`src/rtl/tap_window_pkg.sv`:
```
// Shared control-state encoding for the tap window buffer.
// Imported by the window control FSM and the tap register.
package tap_window_pkg;

  typedef enum logic [1:0] {
    ST_FILL  = 2'd0,
    ST_RUN   = 2'd1,
    ST_FLUSH = 2'd2
  } tw_state_t;

endpackage

```
`src/rtl/tap_shift_reg.sv`:
```
// Tap delay line: tap 0 newest in the low bits, shifts toward tap DEPTH-1.
// Shifts in either the input sample or zero; cleared by reset or clr.
module tap_shift_reg
  import tap_window_pkg::*;
#(
  parameter int WIDTH = 24,
  parameter int DEPTH = 3
) (
  input  logic                   clk,
  input  logic                   rstn,
  input  logic                   clr,
  input  logic                   shift_en,
  input  logic                   zero_sel,
  input  logic [WIDTH-1:0]       din,
  output logic [DEPTH*WIDTH-1:0] taps
);

  localparam int TW = DEPTH * WIDTH;

  logic [TW-1:0]    r_taps;
  logic [WIDTH-1:0] w_in;

  assign w_in = zero_sel ? '0 : din;
  assign taps = r_taps;

  // shift the window by one sample on each enabled cycle
  always_ff @(posedge clk) begin
    if (!rstn || clr) begin
      r_taps <= '0;
    end else if (shift_en) begin
      r_taps <= {r_taps[TW-WIDTH-1:0], w_in};
    end
  end

endmodule

```
`src/rtl/tap_window_buffer.sv`:
```
// Sliding window of DEPTH samples with valid/ready handshake
// and zero tail padding on flush.
module tap_window_buffer
  import tap_window_pkg::*;
#(
  parameter int WIDTH = 24,
  parameter int DEPTH = 3
) (
  input  logic                   clk,
  input  logic                   rstn,
  input  logic                   clr,
  input  logic [WIDTH-1:0]       din,
  input  logic                   din_valid,
  input  logic                   din_zero,
  output logic                   din_ready,
  input  logic                   flush,
  output logic [DEPTH*WIDTH-1:0] dout,
  output logic                   win_valid,
  input  logic                   out_ready,
  output logic                   busy
);

  localparam int CW = $clog2(DEPTH + 1);
  localparam int FW = $clog2(DEPTH);

  tw_state_t r_state;
  tw_state_t w_state_nx;
  logic [CW-1:0] r_cnt;
  logic [CW-1:0] w_cnt_nx;
  logic [FW-1:0] r_fcnt;
  logic [FW-1:0] w_fcnt_nx;
  logic          r_win_valid;
  logic          w_win_nx;

  logic w_slot_free;
  logic w_accept;
  logic w_flush_shift;
  logic w_shift;
  logic w_zero;

  assign w_slot_free   = !r_win_valid || out_ready;
  assign din_ready     = !rstn ||
                         (w_slot_free && r_state != ST_FLUSH);
  assign w_accept      = rstn && din_valid && w_slot_free &&
                         r_state != ST_FLUSH;
  assign w_flush_shift = (r_state == ST_FLUSH) && w_slot_free &&
                         (r_fcnt != '0);
  assign w_shift       = w_accept || w_flush_shift;
  assign w_zero        = w_flush_shift || din_zero;

  assign win_valid = r_win_valid;
  assign busy      = (r_state == ST_FLUSH);

  tap_shift_reg #(
    .WIDTH(WIDTH),
    .DEPTH(DEPTH)
  ) u_taps (
    .clk      (clk),
    .rstn     (rstn),
    .clr      (clr),
    .shift_en (w_shift),
    .zero_sel (w_zero),
    .din      (din),
    .taps     (dout)
  );

  // next state, fill/flush counters and window-valid flag
  always_comb begin
    w_state_nx = r_state;
    w_cnt_nx   = r_cnt;
    w_fcnt_nx  = r_fcnt;
    w_win_nx   = r_win_valid && !out_ready;
    unique case (r_state)
      ST_FILL: begin
        if (w_accept) begin
          if (r_cnt != CW'(DEPTH)) begin
            w_cnt_nx = r_cnt + 1'b1;
          end
          if (r_cnt == CW'(DEPTH - 1)) begin
            w_state_nx = ST_RUN;
            w_win_nx   = 1'b1;
          end
        end
      end
      ST_RUN: begin
        if (w_accept) begin
          w_win_nx = 1'b1;
        end
        if (flush) begin
          w_state_nx = ST_FLUSH;
          w_fcnt_nx  = FW'(DEPTH - 1);
        end
      end
      ST_FLUSH: begin
        if (w_flush_shift) begin
          w_win_nx  = 1'b1;
          w_fcnt_nx = r_fcnt - 1'b1;
        end else if (w_slot_free) begin
          w_state_nx = ST_FILL;
          w_cnt_nx   = '0;
        end
      end
      default: begin
        w_state_nx = ST_FILL;
        w_cnt_nx   = '0;
        w_fcnt_nx  = '0;
        w_win_nx   = 1'b0;
      end
    endcase
  end

  // control state register with reset and clear
  always_ff @(posedge clk) begin
    if (!rstn || clr) begin
      r_state     <= ST_FILL;
      r_cnt       <= '0;
      r_fcnt      <= '0;
      r_win_valid <= 1'b0;
    end else begin
      r_state     <= w_state_nx;
      r_cnt       <= w_cnt_nx;
      r_fcnt      <= w_fcnt_nx;
      r_win_valid <= w_win_nx;
    end
  end

endmodule

```
`config.mk`:
```
export PLATFORM = sky130hd
export DESIGN_NAME = tap_window_buffer
export DESIGN_NICKNAME = d
export VERILOG_FILES = /design/src/rtl/tap_window_pkg.sv /design/src/rtl/tap_shift_reg.sv /design/src/rtl/tap_window_buffer.sv
export SDC_FILE = /design/constraint.sdc
export NUM_CORES = 1
export LEC_CHECK = 0
export BUFFER_PORTS_ARGS = -buffer_cell sky130_fd_sc_hd__buf_2
export CAP_MARGIN = 0
export CORE_MARGIN = 5
export CORE_UTILIZATION = 45
export DETAILED_ROUTE_END_ITERATION = 10
export HOLD_SLACK_MARGIN = 0.12
export PLACE_DENSITY = 0.71
export RECOVER_POWER = 100
export SLEW_MARGIN = 20
export SYNTH_ARGS = -nofsm -noshare
export SYNTH_HDL_FRONTEND = slang
export SYNTH_SLANG_ARGS = --single-unit
```
`constraint.sdc`:
```
create_clock -name clk -period 3.55 [get_ports clk]
set_clock_uncertainty 0.15 [all_clocks]
set_input_delay 0.355 -clock clk [delete_from_list [all_inputs] [get_ports clk]]
set_output_delay 0.355 -clock clk [all_outputs]
set_load 0.01 [all_outputs]
```
# ---- Word level (Yosys, flattened, before mapping)
# Index checks and enable logic that the tools add are counted.
dict set report op_classes {
  add_sub_neg 2
  n_eq_ne 12
  mux 17
  n_bitwise 2
  n_reduce_logical 20
}
# operator n
set op_table {}
lappend op_table {{24-bit two-way mux} 1}
lappend op_table {{2-bit one-hot mux with 3 select lines} 3}
lappend op_table {{2-bit two-way mux} 8}
lappend op_table {{2-bit inequality test (second input constant)} 7}
lappend op_table {{5-bit AND reduction} 2}
lappend op_table {{1-bit logical AND} 7}
lappend op_table {{1-bit logical OR} 5}
lappend op_table {{2-bit == test (second input constant)} 2}
lappend op_table {{1-bit two-way mux} 4}
lappend op_table {{2-bit by 1-bit inequality test with 1-bit output (second input constant)} 2}
lappend op_table {{1-bit zero test} 3}
lappend op_table {{1-bit one-hot mux with 3 select lines} 1}
lappend op_table {{3-bit AND reduction} 1}
lappend op_table {{2-bit by 1-bit adder with 2-bit output (second input constant)} 1}
lappend op_table {{2-bit by 1-bit == test with 1-bit output (second input constant)} 1}
lappend op_table {{2-bit zero test} 1}
lappend op_table {{1-bit NOT} 2}
lappend op_table {{2-bit nonzero test} 1}
lappend op_table {{2-bit by 1-bit subtractor with 2-bit output (second input constant)} 1}
dict set report word_totals {
  reg_bits 79
  out_inout_bits 75
}

# ---- Longest topological paths before layout
dict set report logic_depth {
  word_depth 6
  ltp_mapped 8
  mapped_depth_nobuf 6
}

# ---- Modules after synthesis
# A second synthesis with hierarchy kept.
dict set report hier_totals {
  cells_unflattened 330
  area_unflattened_um2 3269.4
}
# mod n_inst cells_each area_per_inst_um2 seq_area_each_um2
set modules_own_cells {}
lappend modules_own_cells {tap_shift_reg 1 262 2695.1 1441.4}
lappend modules_own_cells {tap_window_buffer 1 68 574.3 140.1}

# ---- Least setup slack after synthesis
# No wires, ideal clock.
dict set report synth_path {
  path_kind {flip-flop to flip-flop}
  from {register r_state[0]}
  to {register r_cnt[1]}
  setup_time_ns 0.074
  arrival_time_ns 1.642
  required_ns 3.326
  slack_ns 1.684
  path_stages_with_launch 7
  synth_period_minus_slack_ns 1.866
  cell_sequence {dfxtp_1 -> inv_1 -> ha_1 -> and3b_1 -> nand2_1 -> or4_1 -> a31oi_1}
}
dict set report synth_via {
  elab_chain_cells 5
}
# element line_no
set synth_rtl {}
lappend synth_rtl {{from (decl)} tap_window_buffer.sv:26} ;# tw_state_t r_state;
lappend synth_rtl {{from (signal assigned)} tap_window_buffer.sv:120} ;# r_state <= w_state_nx;
lappend synth_rtl {{2-bit == test *} n/a}
lappend synth_rtl {{via busy} tap_window_buffer.sv:20} ;# output logic busy
lappend synth_rtl {{1-bit logical AND (2 in a row)} tap_window_buffer.sv:46} ;# assign w_flush_shift = (r_state == ST_FLUSH) && w_slot_free &&
lappend synth_rtl {{2-bit inequality test (no source line)} n/a}
lappend synth_rtl {{5-bit AND reduction (no source line)} n/a}
lappend synth_rtl {{to (signal assigned)} tap_window_buffer.sv:121} ;# r_cnt <= w_cnt_nx;
lappend synth_rtl {{to (decl)} tap_window_buffer.sv:28} ;# logic [CW-1:0] r_cnt;
# The timed path passes the listed nets; every way through them passes the cells marked *.
# A chain may end at the register's enable or synchronous reset.

# ---- Final worst setup path
dict set report layout_path {
  from {register r_state[0]}
  to {register u_taps.r_taps[39] (netlist: u_taps.taps[39])}
}
dict set report layout_via {
  elab_chain_cells 4
}
# element line_no
set layout_rtl {}
lappend layout_rtl {{2-bit == test} tap_window_buffer.sv:46}
lappend layout_rtl {{1-bit logical AND (2 in a row)} tap_window_buffer.sv:46}
lappend layout_rtl {{1-bit logical OR *} tap_window_buffer.sv:48} ;# assign w_shift = w_accept || w_flush_shift;
lappend layout_rtl {{to (signal assigned)} tap_shift_reg.sv:31} ;# r_taps <= {r_taps[TW-WIDTH-1:0], w_in};
lappend layout_rtl {{to (decl)} tap_shift_reg.sv:20} ;# logic [TW-1:0] r_taps;
# Mark *: on every way between the ends. The rest lies on a longest branch, timed or not.

==> results.ini <==
[run_status]
status = complete, but fails checks
failed_checks = max-capacitance violations, max-slew violations

[yosys]
yosys.area.top_type = dfxtp_1
synth-seq-cells = 79
synthSimpleGateAreaFrac_pct = 24.8
synth_flop_cell = dfxtp_1
avgSynthCellArea_um2 = 8.07
synth-edff-count = 0
synthAdderAreaFrac_pct = 2.83
syn_area_um2 = 3090
ys_top_cells_by_area = dfxtp_1 51%, nand2_1 15%, a21oi_1 12%, nand3b_1 6.1%, ha_1 2.8%
synth_top_area_share_pct = 51.2
synth.mux.area_fraction_pct = 0.324
synth.yosys.seq_area_share_pct = 51.2
ys.warnings.count = 0
synth_xor_area_share_pct = 0
async_flop_share_pct = 0
synth_top_family_by_area = simple AND/OR/NAND/NOR gates
synth_compound_area_share_pct = 16.4
synth_most_common_cell = nand2_1
synth_fp_nets = 421
yosys-top-cells-count = 126 x nand2_1, 79 x dfxtp_1, 74 x a21oi_1
synth_cell_types = 27
syn_inst = 383

[sta]
hold_violations = 0
tightest_slew_ns = 1.65
setup_viol = 0
post-route-period-util_pct = 75.8
maxSlewViolCount = 25
finalWorstSetupSlack_ns = 0.858
relSlewSlack_pct = -10.5
fin_setup_tns_ns = 0
min_period_ns = 2.69
rsz0062_at_grt = false
fmax_mhz = 371

[floorplan]
die_h_um = 92.9
initial_core_util_pct = 45.7
rows = 30
design.core.area_um2 = 6760
pin_count = 106
dieArea_um2 = 8620
die_x_um = 92.9

[clocking]
cts_setup_buffers = 0
ctsResizeCount = 0
clk_path_buf_depth = 2
cts-root-buf = clkbuf_8
htreeDepth = 3
cts_tree = done
cts_made_buffers = 9
clkSinkCount = 79
insertion_delay_ns = 0.36
cts.clk_slew.worst_paths_ns = 0.09

[global_routing]
grt-busiest-layer = met2
grt_use_met2_pct = 31.0
grt_pass1_vias = 2846
antenna_found_initial = 0
grt_pass1_wl_mm = 14.0
gr-total-overflow = 0
grt_usage_pct = 20.3
met3_usage_pct = 5.12
grt_max_degree = 54
use_met1_pct = 28.0

[route]
vias = 2891
antenna_left = 0
drt-total-wl_mm = 8.58
drcViolationCount = 0
viasPerCell = 4.94
drtIter0Drc = 173
first_pass_iters = 5
wl_per_cell_um = 14.7

[critical_path]
slowest_stage = a21oi_2
start_kind = register
crit_type = reg -> reg
end_kind = register
cp_cell_sequence = inv_1 -> ha_1 -> nand3b_1 -> a21oi_2 -> buf_4 -> nand2_1 -> a21oi_1
crit_fanout = 27
cp.arrival_ns = 2.81
critPathRequiredTime_ns = 3.67
cpPeakStageDelay_ns = 0.93

[placed_design]
gp_congestion = 0.878
port_buffers = 105
dp_hpwl_mm = 5.71
place_area_um2 = 3650
place_ws_ns = 1.20

[pwr]
fin_total_pwr_mw = 1.61
p_leak_nw = 1.33
powerDensity_nw_per_um2 = 408
ir_drop_mv = 0.194

[layout]
final_area_um2 = 3950
syn_to_final_growth_pct = 27.9
final_core_util_pct = 58.5
diodes = 0
n_fill_cell = 662
final_nets = 538
drive_gt1_share_pct = 10.3

[worst_hold_path]
hold_path_class = in -> reg

[job]
drv_cap = 1

[flip-flops by register name, indices dropped and copies added, names as in the netlist]
name	cells
r_fcnt	2
r_state	2
r_cnt	2
u_taps.taps	72
win_valid	1
[repair_timing]
action / CTS / global route
endpoints found under the hold margin: 23 / 0
hold buffers: 23 / 0
setup endpoints to repair: 0 / 0
[metrics by stage]
step / hold WS [ns] / std cells
after global placement: 0.289 / 546
after CTS: 0.128 / 585
after detailed placement: 0.294 / 546
after floorplan: 0.300 / 383
after global routing: 0.136 / 585
final: 0.136 / 585
[worst max-delay path: cells and delay by family, from the launching register on]
family          cells  cell delay (ns)
buf+inv             2             0.43
compound gates      2             1.05
simple gates        2             0.32
flops               1             0.37
fa+ha+maj           1             0.29
[layer usage]
metal  vias to the layer above  wire (um)
met2                        88       3960
met1                      1285       4030
met4                         0         82
met3                         9        503
met5                         -          0
li1                       1509          -
[where the power goes]
part | leakage [nW] | internal (mW) | switching [mW]
clock | 0.0919 | 0.262 | 0.347
sequential | 0.637 | 0.890 | 0.00462
combinational | 0.601 | 0.0451 | 0.0621
[cell usage in the layout (no fill, tap or decap)]
cell	Yosys	layout
clkinv_4	0	1
nand3_1	2	2
dlygate4sd3_1	0	23
or4_1	2	2
clkinv_2	0	2
a21o_1	3	3
nand2_1	126	126
o311a_1	1	1
and3b_1	1	1
dfxtp_1	79	79
clkbuf_8	0	9
nand3b_1	25	25
a31oi_1	2	2
clkinvlp_4	0	1
nand4b_1	1	1
buf_2	11	30
nor2_1	2	2
inv_6	0	2
o21a_1	1	1
o31ai_1	1	1
nand2b_2	0	1
inv_8	0	1
a21oi_1	74	74
or3_1	1	1
a21boi_1	1	1
a211oi_1	2	2
nand2b_1	5	4
nor2b_1	3	3
o21ai_1	2	1
ha_1	7	7
inv_1	6	6
a21oi_2	1	1
mux2i_1	1	1
buf_4	0	4
o21ai_0	7	8
clkbuf_1	16	76
[path summary, 6_finish.rpt]
check | end | cells after the start | from | slack, ns
max | u_taps.taps[39]$_SDFFE_PP0P_ | 7 | r_state[0]$_SDFFE_PP0P_ | 0.86
min reg2reg | u_taps.taps[70]$_SDFFE_PP0P_ | 2 | u_taps.taps[70]$_SDFFE_PP0P_ | 0.31
max reg2reg | u_taps.taps[39]$_SDFFE_PP0P_ | 7 | r_state[0]$_SDFFE_PP0P_ | 0.86
min | u_taps.taps[9]$_SDFFE_PP0P_ | 3 | din[9] | 0.14
[kinds of logic (layout without fill, tap and decap cells)]
group                    Yosys count  after routing
adder cells (fa/ha/maj)            7              7
multiplexers                       1              1
AO/OA/AOI/OAI                     95             95
flip-flops                        79             79
AND/OR/NAND/NOR                  168            168
buffers and inverters             33            155
[layout make-up]
class	instances	area, um^2	share of cell area, %
clock buffer	9	124	3.13
timing repair buffer	133	696	17.6
clock inverter	7	55.1	1.39
multi-input combinational	271	1370	34.8
inverter	6	22.5	0.570
tap	80	100	2.53
sequential	79	1580	40.0
Note: power is estimated with default switching activity, not from simulation.
